==> config.mk <==
export PLATFORM = sky130hd
export DESIGN_NAME = uart_rx_sampler_flat
export DESIGN_NICKNAME = d
export VERILOG_FILES = /design/src/rtl/uart_rx_sampler_if.sv /design/src/rtl/uart_rx_sampler.sv /design/src/flat_wrapper.sv
export SDC_FILE = /design/constraint.sdc
export NUM_CORES = 1
export LEC_CHECK = 0
export CAP_MARGIN = 0
export CORE_ASPECT_RATIO = 0.5
export CORE_MARGIN = 1.5
export CORE_UTILIZATION = 51
export CTS_BUF_LIST = sky130_fd_sc_hd__clkbuf_4 sky130_fd_sc_hd__clkbuf_8 sky130_fd_sc_hd__clkbuf_16
export CTS_CLUSTER_SIZE = 28
export DETAILED_ROUTE_END_ITERATION = 8
export PLACE_DENSITY = 0.73
export REMOVE_ABC_BUFFERS = 1
export SYNTH_ARGS = -nofsm -noshare
export SYNTH_HDL_FRONTEND = slang
export SYNTH_SLANG_ARGS = --single-unit
==> constraint.sdc <==
create_clock -name clk -period 1.4 [get_ports clk]
set_input_delay 0.28 -clock clk [delete_from_list [all_inputs] [get_ports clk]]
set_output_delay 0.28 -clock clk [all_outputs]
set_load 0.05 [all_outputs]
==> src/rtl/uart_rx_sampler_if.sv <==
// Serial-side bundle of the UART receive sampler: line and enable in,
// per-bit strobe, voted bit and frame status out.
interface uart_rx_sampler_if;
  logic rx_serial;
  logic en;
  logic rx_pulse;
  logic rx_bit;
  logic frame_active;
  logic framing_err;

  modport master (
    output rx_serial, en,
    input  rx_pulse, rx_bit, frame_active, framing_err
  );

  modport slave (
    input  rx_serial, en,
    output rx_pulse, rx_bit, frame_active, framing_err
  );
endinterface

==> src/rtl/uart_rx_sampler.sv <==
// UART receive front end: synchronises the line, finds start edges, majority-votes
// each bit centre and emits one strobe per bit (start, 8 data, stop).
module uart_rx_sampler #(
  parameter int CLK_FREQ   = 100_000_000,
  parameter int BAUD       = 9600,
  parameter int OVERSAMPLE = 16
) (
  input logic              clk,
  input logic              rst,
  uart_rx_sampler_if.slave bus
);
  localparam int DIV   = CLK_FREQ / (BAUD * OVERSAMPLE);
  localparam int DIV_W = (DIV > 1) ? $clog2(DIV) : 1;
  localparam int IDX_W = $clog2(OVERSAMPLE);
  localparam int H     = OVERSAMPLE / 2;

  if (DIV < 1) begin : g_div_chk
    $error("uart_rx_sampler: CLK_FREQ too low for BAUD*OVERSAMPLE");
  end
  if ((OVERSAMPLE < 8) || ((OVERSAMPLE % 2) != 0)) begin : g_os_chk
    $error("uart_rx_sampler: OVERSAMPLE must be even and >= 8");
  end

  typedef enum logic [1:0] {S_IDLE, S_START, S_DATA, S_STOP} state_t;

  state_t           r_state, w_state_nxt;
  logic             r_sync1, r_sync2, r_prev;
  logic [DIV_W-1:0] r_div_cnt;
  logic [IDX_W-1:0] r_tick_idx;
  logic             r_samp_a, r_samp_b;
  logic [2:0]       r_bit_cnt, w_bit_cnt_nxt;
  logic             r_pend;
  logic             r_pulse, r_bit, r_active, r_ferr;
  logic             w_pulse_nxt, w_bit_nxt, w_active_nxt, w_ferr_nxt;
  logic             w_fall, w_tick, w_dec, w_vote, w_accept;

  assign w_fall = ~r_sync2 & r_prev;
  assign w_tick = (r_div_cnt == DIV_W'(DIV - 1));
  assign w_dec  = w_tick && (r_tick_idx == IDX_W'(H + 1));
  assign w_vote = (r_samp_a & r_samp_b) | (r_samp_a & r_sync2) | (r_samp_b & r_sync2);

  // NOTE: sequential state uses non-blocking assignments so every register sees pre-edge values.
  always_ff @(posedge clk) begin
    if (rst) begin
      r_sync1 <= 1'b1;
      r_sync2 <= 1'b1;
      r_prev  <= 1'b1;
    end else begin
      r_sync1 <= bus.rx_serial;
      r_sync2 <= r_sync1;
      r_prev  <= r_sync2;
    end
  end

  // Bit timing restarts on every accepted start edge so the vote lands on the bit centre.
  always_ff @(posedge clk) begin
    if (rst || w_accept) begin
      r_div_cnt  <= '0;
      r_tick_idx <= '0;
    end else if (w_tick) begin
      r_div_cnt  <= '0;
      r_tick_idx <= (r_tick_idx == IDX_W'(OVERSAMPLE - 1)) ? '0 : r_tick_idx + IDX_W'(1);
    end else begin
      r_div_cnt  <= r_div_cnt + DIV_W'(1);
    end
  end

  always_ff @(posedge clk) begin
    if (rst) begin
      r_samp_a <= 1'b1;
      r_samp_b <= 1'b1;
    end else if (w_tick) begin
      if (r_tick_idx == IDX_W'(H - 1)) r_samp_a <= r_sync2;
      if (r_tick_idx == IDX_W'(H))     r_samp_b <= r_sync2;
    end
  end

  always_ff @(posedge clk) begin
    if (rst) begin
      r_state   <= S_IDLE;
      r_bit_cnt <= '0;
      r_pend    <= 1'b0;
      r_pulse   <= 1'b0;
      r_bit     <= 1'b1;
      r_active  <= 1'b0;
      r_ferr    <= 1'b0;
    end else begin
      r_state   <= w_state_nxt;
      r_bit_cnt <= w_bit_cnt_nxt;
      r_pend    <= (r_state == S_STOP) && w_dec && w_fall;
      r_pulse   <= w_pulse_nxt;
      r_bit     <= w_bit_nxt;
      r_active  <= w_active_nxt;
      r_ferr    <= w_ferr_nxt;
    end
  end

  // NOTE: every combinational output gets a default first, so no path can infer a latch.
  always_comb begin
    w_state_nxt   = r_state;
    w_bit_cnt_nxt = r_bit_cnt;
    w_accept      = 1'b0;
    w_pulse_nxt   = 1'b0;
    w_bit_nxt     = r_bit;
    w_active_nxt  = r_active;
    w_ferr_nxt    = 1'b0;
    if (!bus.en) begin
      w_state_nxt  = S_IDLE;
      w_active_nxt = 1'b0;
    end else begin
      case (r_state)
        S_IDLE: begin
          if (w_fall || r_pend) begin
            w_accept     = 1'b1;
            w_state_nxt  = S_START;
            w_active_nxt = 1'b1;
          end
        end
        S_START: begin
          if (w_dec) begin
            if (!w_vote) begin
              w_pulse_nxt   = 1'b1;
              w_bit_nxt     = 1'b0;
              w_bit_cnt_nxt = '0;
              w_state_nxt   = S_DATA;
            end else begin
              w_state_nxt  = S_IDLE;
              w_active_nxt = 1'b0;
            end
          end
        end
        S_DATA: begin
          if (w_dec) begin
            w_pulse_nxt   = 1'b1;
            w_bit_nxt     = w_vote;
            w_bit_cnt_nxt = r_bit_cnt + 3'd1;
            if (r_bit_cnt == 3'd7) w_state_nxt = S_STOP;
          end
        end
        S_STOP: begin
          if (w_dec) begin
            w_pulse_nxt  = 1'b1;
            w_bit_nxt    = w_vote;
            w_ferr_nxt   = ~w_vote;
            w_active_nxt = 1'b0;
            w_state_nxt  = S_IDLE;
          end
        end
        default: w_state_nxt = S_IDLE;
      endcase
    end
  end

  assign bus.rx_pulse     = r_pulse;
  assign bus.rx_bit       = r_bit;
  assign bus.frame_active = r_active;
  assign bus.framing_err  = r_ferr;
endmodule

==> src/flat_wrapper.sv <==
// flat-port wrapper written by rule: the top's interface ports become plain ports
module uart_rx_sampler_flat 
#(
  parameter int CLK_FREQ   = 100_000_000,
  parameter int BAUD       = 9600,
  parameter int OVERSAMPLE = 16
)
  (clk, rst, bus_rx_serial, bus_en, bus_rx_pulse, bus_rx_bit, bus_frame_active, bus_framing_err);
  uart_rx_sampler_if bus_i ();
  input logic clk;
  input logic rst;
  input wire logic [$bits(bus_i.rx_serial)-1:0] bus_rx_serial;
  input wire logic [$bits(bus_i.en)-1:0] bus_en;
  output wire logic [$bits(bus_i.rx_pulse)-1:0] bus_rx_pulse;
  output wire logic [$bits(bus_i.rx_bit)-1:0] bus_rx_bit;
  output wire logic [$bits(bus_i.frame_active)-1:0] bus_frame_active;
  output wire logic [$bits(bus_i.framing_err)-1:0] bus_framing_err;
  assign bus_i.rx_serial = bus_rx_serial;
  assign bus_i.en = bus_en;
  assign bus_rx_pulse = bus_i.rx_pulse;
  assign bus_rx_bit = bus_i.rx_bit;
  assign bus_frame_active = bus_i.frame_active;
  assign bus_framing_err = bus_i.framing_err;
  uart_rx_sampler #(.CLK_FREQ(CLK_FREQ), .BAUD(BAUD), .OVERSAMPLE(OVERSAMPLE)) u_core (.clk(clk), .rst(rst), .bus(bus_i));
endmodule
==> results.md, run 1 <==
- GP Congestion: 0.875
- Status: finished, violations left
- Top routing layer used: met4
- Synthesized flop and latch total: 29
- Proportion of synthesized area in mux cells: 0.0219
- Antenna Violating Nets Remaining: 0
- HPWL after DPL: 2110 µm
- Min Tclk post-route: 1.43 ns
- WL met2: 1640 µm
- XOR/XNOR Fraction of Synth Area: 0.0511
- Critical Path Fanout Max: 5
- R2R Setup Slk: -0.03 ns
- Startpoint Class: flip-flop
- Max IR drop VDD: 0.000408 V
- Final hold vios: 0
- CTS Buf Count: 5
- Hold Buf Count CTS: 0
- Worst setup path endpoint: u_core.r_bit_cnt[2]$_SDFFE_PP0P_
- Commonest non-fill, non-tap cells in the layout: 26 x dfxtp_1, 23 x buf_4, 21 x nor2_1
- Adder-cell share of the synthesized area: 0.0712
- Failing checks: negative setup slack
- Leak: 0.000702 µW
- Simple-gate area share of the yosys netlist: 0.298
- Cell area after synthesis: 1370 µm²
- FF/Latch Area: 584 µm²
- Register area share after synthesis: 0.423
- CP required: 1.56 ns
- Relative slew slack: 0.723
- Total number of vias: 1,206
- Crit path launch: u_core.r_div_cnt[0]$_SDFF_PP0_
- Total GRT Usage: 0.223
- Initial DRC count: 45
- Clk sinks: 29
- CTS tree: done
- Largest net degree at the start of global routing: 11
- Avg Inst Size Synth: 8.90 µm²
- First-pass GRT wire length: 4840 µm
- Clock root buffer: clkbuf_8
- Worst r2r src: u_core.r_div_cnt[0]$_SDFF_PP0_
- Max-cap viol count: 0
- DIE AREA: 3030 µm²
- Worst r2r path cells: 7
- Post-synth top area share: 0.423
- Yosys warnings: 0
- Peak Freq: 0.699 GHz
- Final nets: 199
- Post-synth EDFFs: 0
- Die Ht: 39.7 µm
- Post-route cell area: 1920 µm²
- Floorplan Core Area: 2570 µm²
- Vias in the first global route: 1,118
- Setup violators final: 3
- Synth area leaders: dfxtp_1 42%, ha_1 6.4%, nor2_1 5.7%, a21oi_1 4.0%, xnor2_1 3.8%
- Area of the multi-input gates: 872 µm²
- Starting Density: 0.534
- Clock tree buffer depth: 2
- Fillcell total: 188
- Clock Pin Slew Worst Setup and Hold Paths: 0.06 ns
- CP endpoint kind: flip-flop
- Layout area overhead: 40.1%
- Met3 wire len: 151 µm
- Complex-gate fraction of the synthesized area: 0.0922
- Congestion Overflow GR: 0
- Routed wire length: 3180 µm
- Hold Slack: 0.408 ns
- Cell Rows: 13
- DIE WIDTH: 76.3 µm
- DR pass1 iterations: 4
- Routed wire length per instance: 14.1 µm
- Initial antenna violation count: 0
- DRC: 0
- Worst setup margin: -0.0314 ns
- CP arrival: 1.59 ns
- Slew Limit Fails: 0
- Worst Clk Skew: 0.00786 ns
- R2r endpoint: u_core.r_bit_cnt[2]$_SDFFE_PP0P_
- Final period utilization: 1.02
- Unrepaired setup endpoints after global routing: yes
- Vias per inst: 5.34
- # IOs: 8
- Critical path class: flip-flop to flip-flop
- Fraction of registers with async set/reset: 0
- M1 WL: 1350 µm
- Hold crit path type: flip-flop to flip-flop
- Number of diodes: 0
- PortBufs: 7
- Largest family of logic cells by synthesized area: simple AND/OR/NAND/NOR gates
- Synth unique cells: 39
- Share of cells above drive strength 1: 0.370
- Post-synth top flop: dfxtp_1
- Mapped Cells: 154
- Area leader, netlist: dfxtp_1
- Placed Area: 1670 µm²
- Worst-margin pin slew: 0.414 ns
- Clock latency at the later pin of the worst-skew pair: 0.27 ns
- Commonest non-fill, non-tap cell in the layout: dfxtp_1
- CTS H-tree depth: 2
- Power density over the cells: 870 nW/µm²
-- timing repair --
action                                  4_1_cts  5_1_grt
endpoints found under the setup margin       26       23
buffers inserted                              1        0
pin swaps                                     0        8
gates resized for setup                      19       18
-- how the worst min path moves through the flow --
stage	start	end	slack [ns]	depth (start not counted)
6_report	u_core.r_sync1$_SDFF_PP1_	u_core.r_sync2$_SDFF_PP1_	0.41	1
3_3_place_gp	u_core.r_sync1$_SDFF_PP1_	u_core.r_sync2$_SDFF_PP1_	0.39	1
5_1_grt	u_core.r_sync1$_SDFF_PP1_	u_core.r_sync2$_SDFF_PP1_	0.42	1
3_5_place_dp	u_core.r_sync1$_SDFF_PP1_	u_core.r_sync2$_SDFF_PP1_	0.40	1
2_1_floorplan	rst	u_core.r_bit_cnt[0]$_SDFFE_PP0P_	0.35	1
4_1_cts	u_core.r_sync1$_SDFF_PP1_	u_core.r_sync2$_SDFF_PP1_	0.41	1
-- final cells by class --
| type | instances | area share |
|---|---|---|
| Clock buffer | 8 | 0.0475 |
| Inverter | 6 | 0.0117 |
| Multi-Input combinational cell | 114 | 0.454 |
| Sequential cell | 29 | 0.304 |
| Tap cell | 37 | 0.0241 |
| Timing Repair Buffer | 32 | 0.159 |
-- metrics by stage --
step / setup TNS (ns) / setup WS (ns) / power (µW) / util / cells
final: -0.0587 / -0.0314 / 1670 / 0.748 / 226
after global routing: -0.388 / -0.0767 / 1730 / 0.748 / 226
after CTS: -0.0249 / -0.0121 / 1670 / 0.720 / 226
after detailed placement: -2.66 / -0.215 / 948 / 0.651 / 217
after global placement: -1.94 / -0.160 / 945 / 0.651 / 217
after floorplan: -0.149 / -0.0875 / 901 / - / 149
-- synth_stat cells (all sizes together) (6+ instances only) --
cell type  count
xnor2          6
dfxtp         29
nand2         12
a21oi         11
nor3           8
inv            6
ha             7
nand3          8
nor2          21
-- flip-flops by register name, summed over array words and instances (netlist names), named ones only --
name / count
u_core.bus.frame_active: 1
u_core.r_pend: 1
u_core.r_samp_b: 1
u_core.r_tick_idx: 4
u_core.r_samp_a: 1
u_core.r_state: 1
u_core.r_div_cnt: 10
u_core.r_sync1: 1
u_core.r_bit_cnt: 3
u_core.bus.rx_pulse: 1
u_core.r_prev: 1
u_core.bus.framing_err: 1
u_core.r_sync2: 1
u_core.bus.rx_bit: 1
-- layer usage --
layer / track usage / up-vias
met5: 0 / -
met1: 0.227 / 569
li1: - / 601
met2: 0.464 / 30
met4: 0.0694 / 0
met3: 0.0698 / 6
-- kinds of logic (layout without fill, tap and decap cells) --
group | Yosys count | count (layout)
flops | 29 | 29
fa+ha+maj | 8 | 8
compound gates | 21 | 21
xor+xnor | 8 | 8
simple gates | 74 | 74
mux | 3 | 3
buf+inv | 11 | 46
-- report_power, final --
| part | total (µW) | internal, µW | switching, µW |
|---|---|---|---|
| sequential | 849 | 839 | 10.1 |
| clock | 718 | 411 | 307 |
| combinational | 105 | 54.5 | 50.7 |
-- worst max-delay path, stage by stage, from the launching register on --
cell	delay, ns
dfxtp_2	0.32
inv_2	0.06
ha_4	0.13
nor2b_4	0.19
nand3_4	0.11
buf_6	0.16
o31ai_4	0.26
a21oi_2	0.08
(Power assumes the default switching activity.)
==> run 2, diff against run 1 <==
- ABC_CLOCK_PERIOD_IN_PS: unset -> 1400
==> results of run 2 <==
Same layout as run 1: the final DEF is identical, and so are final timing and power.
==> run 3, diff against run 2 <==
- CTS_CLUSTER_DIAMETER: unset -> 30
- SLEW_MARGIN: unset -> 20
==> results of run 3 <==
Same layout as run 1: the final DEF is identical, and so are final timing and power.
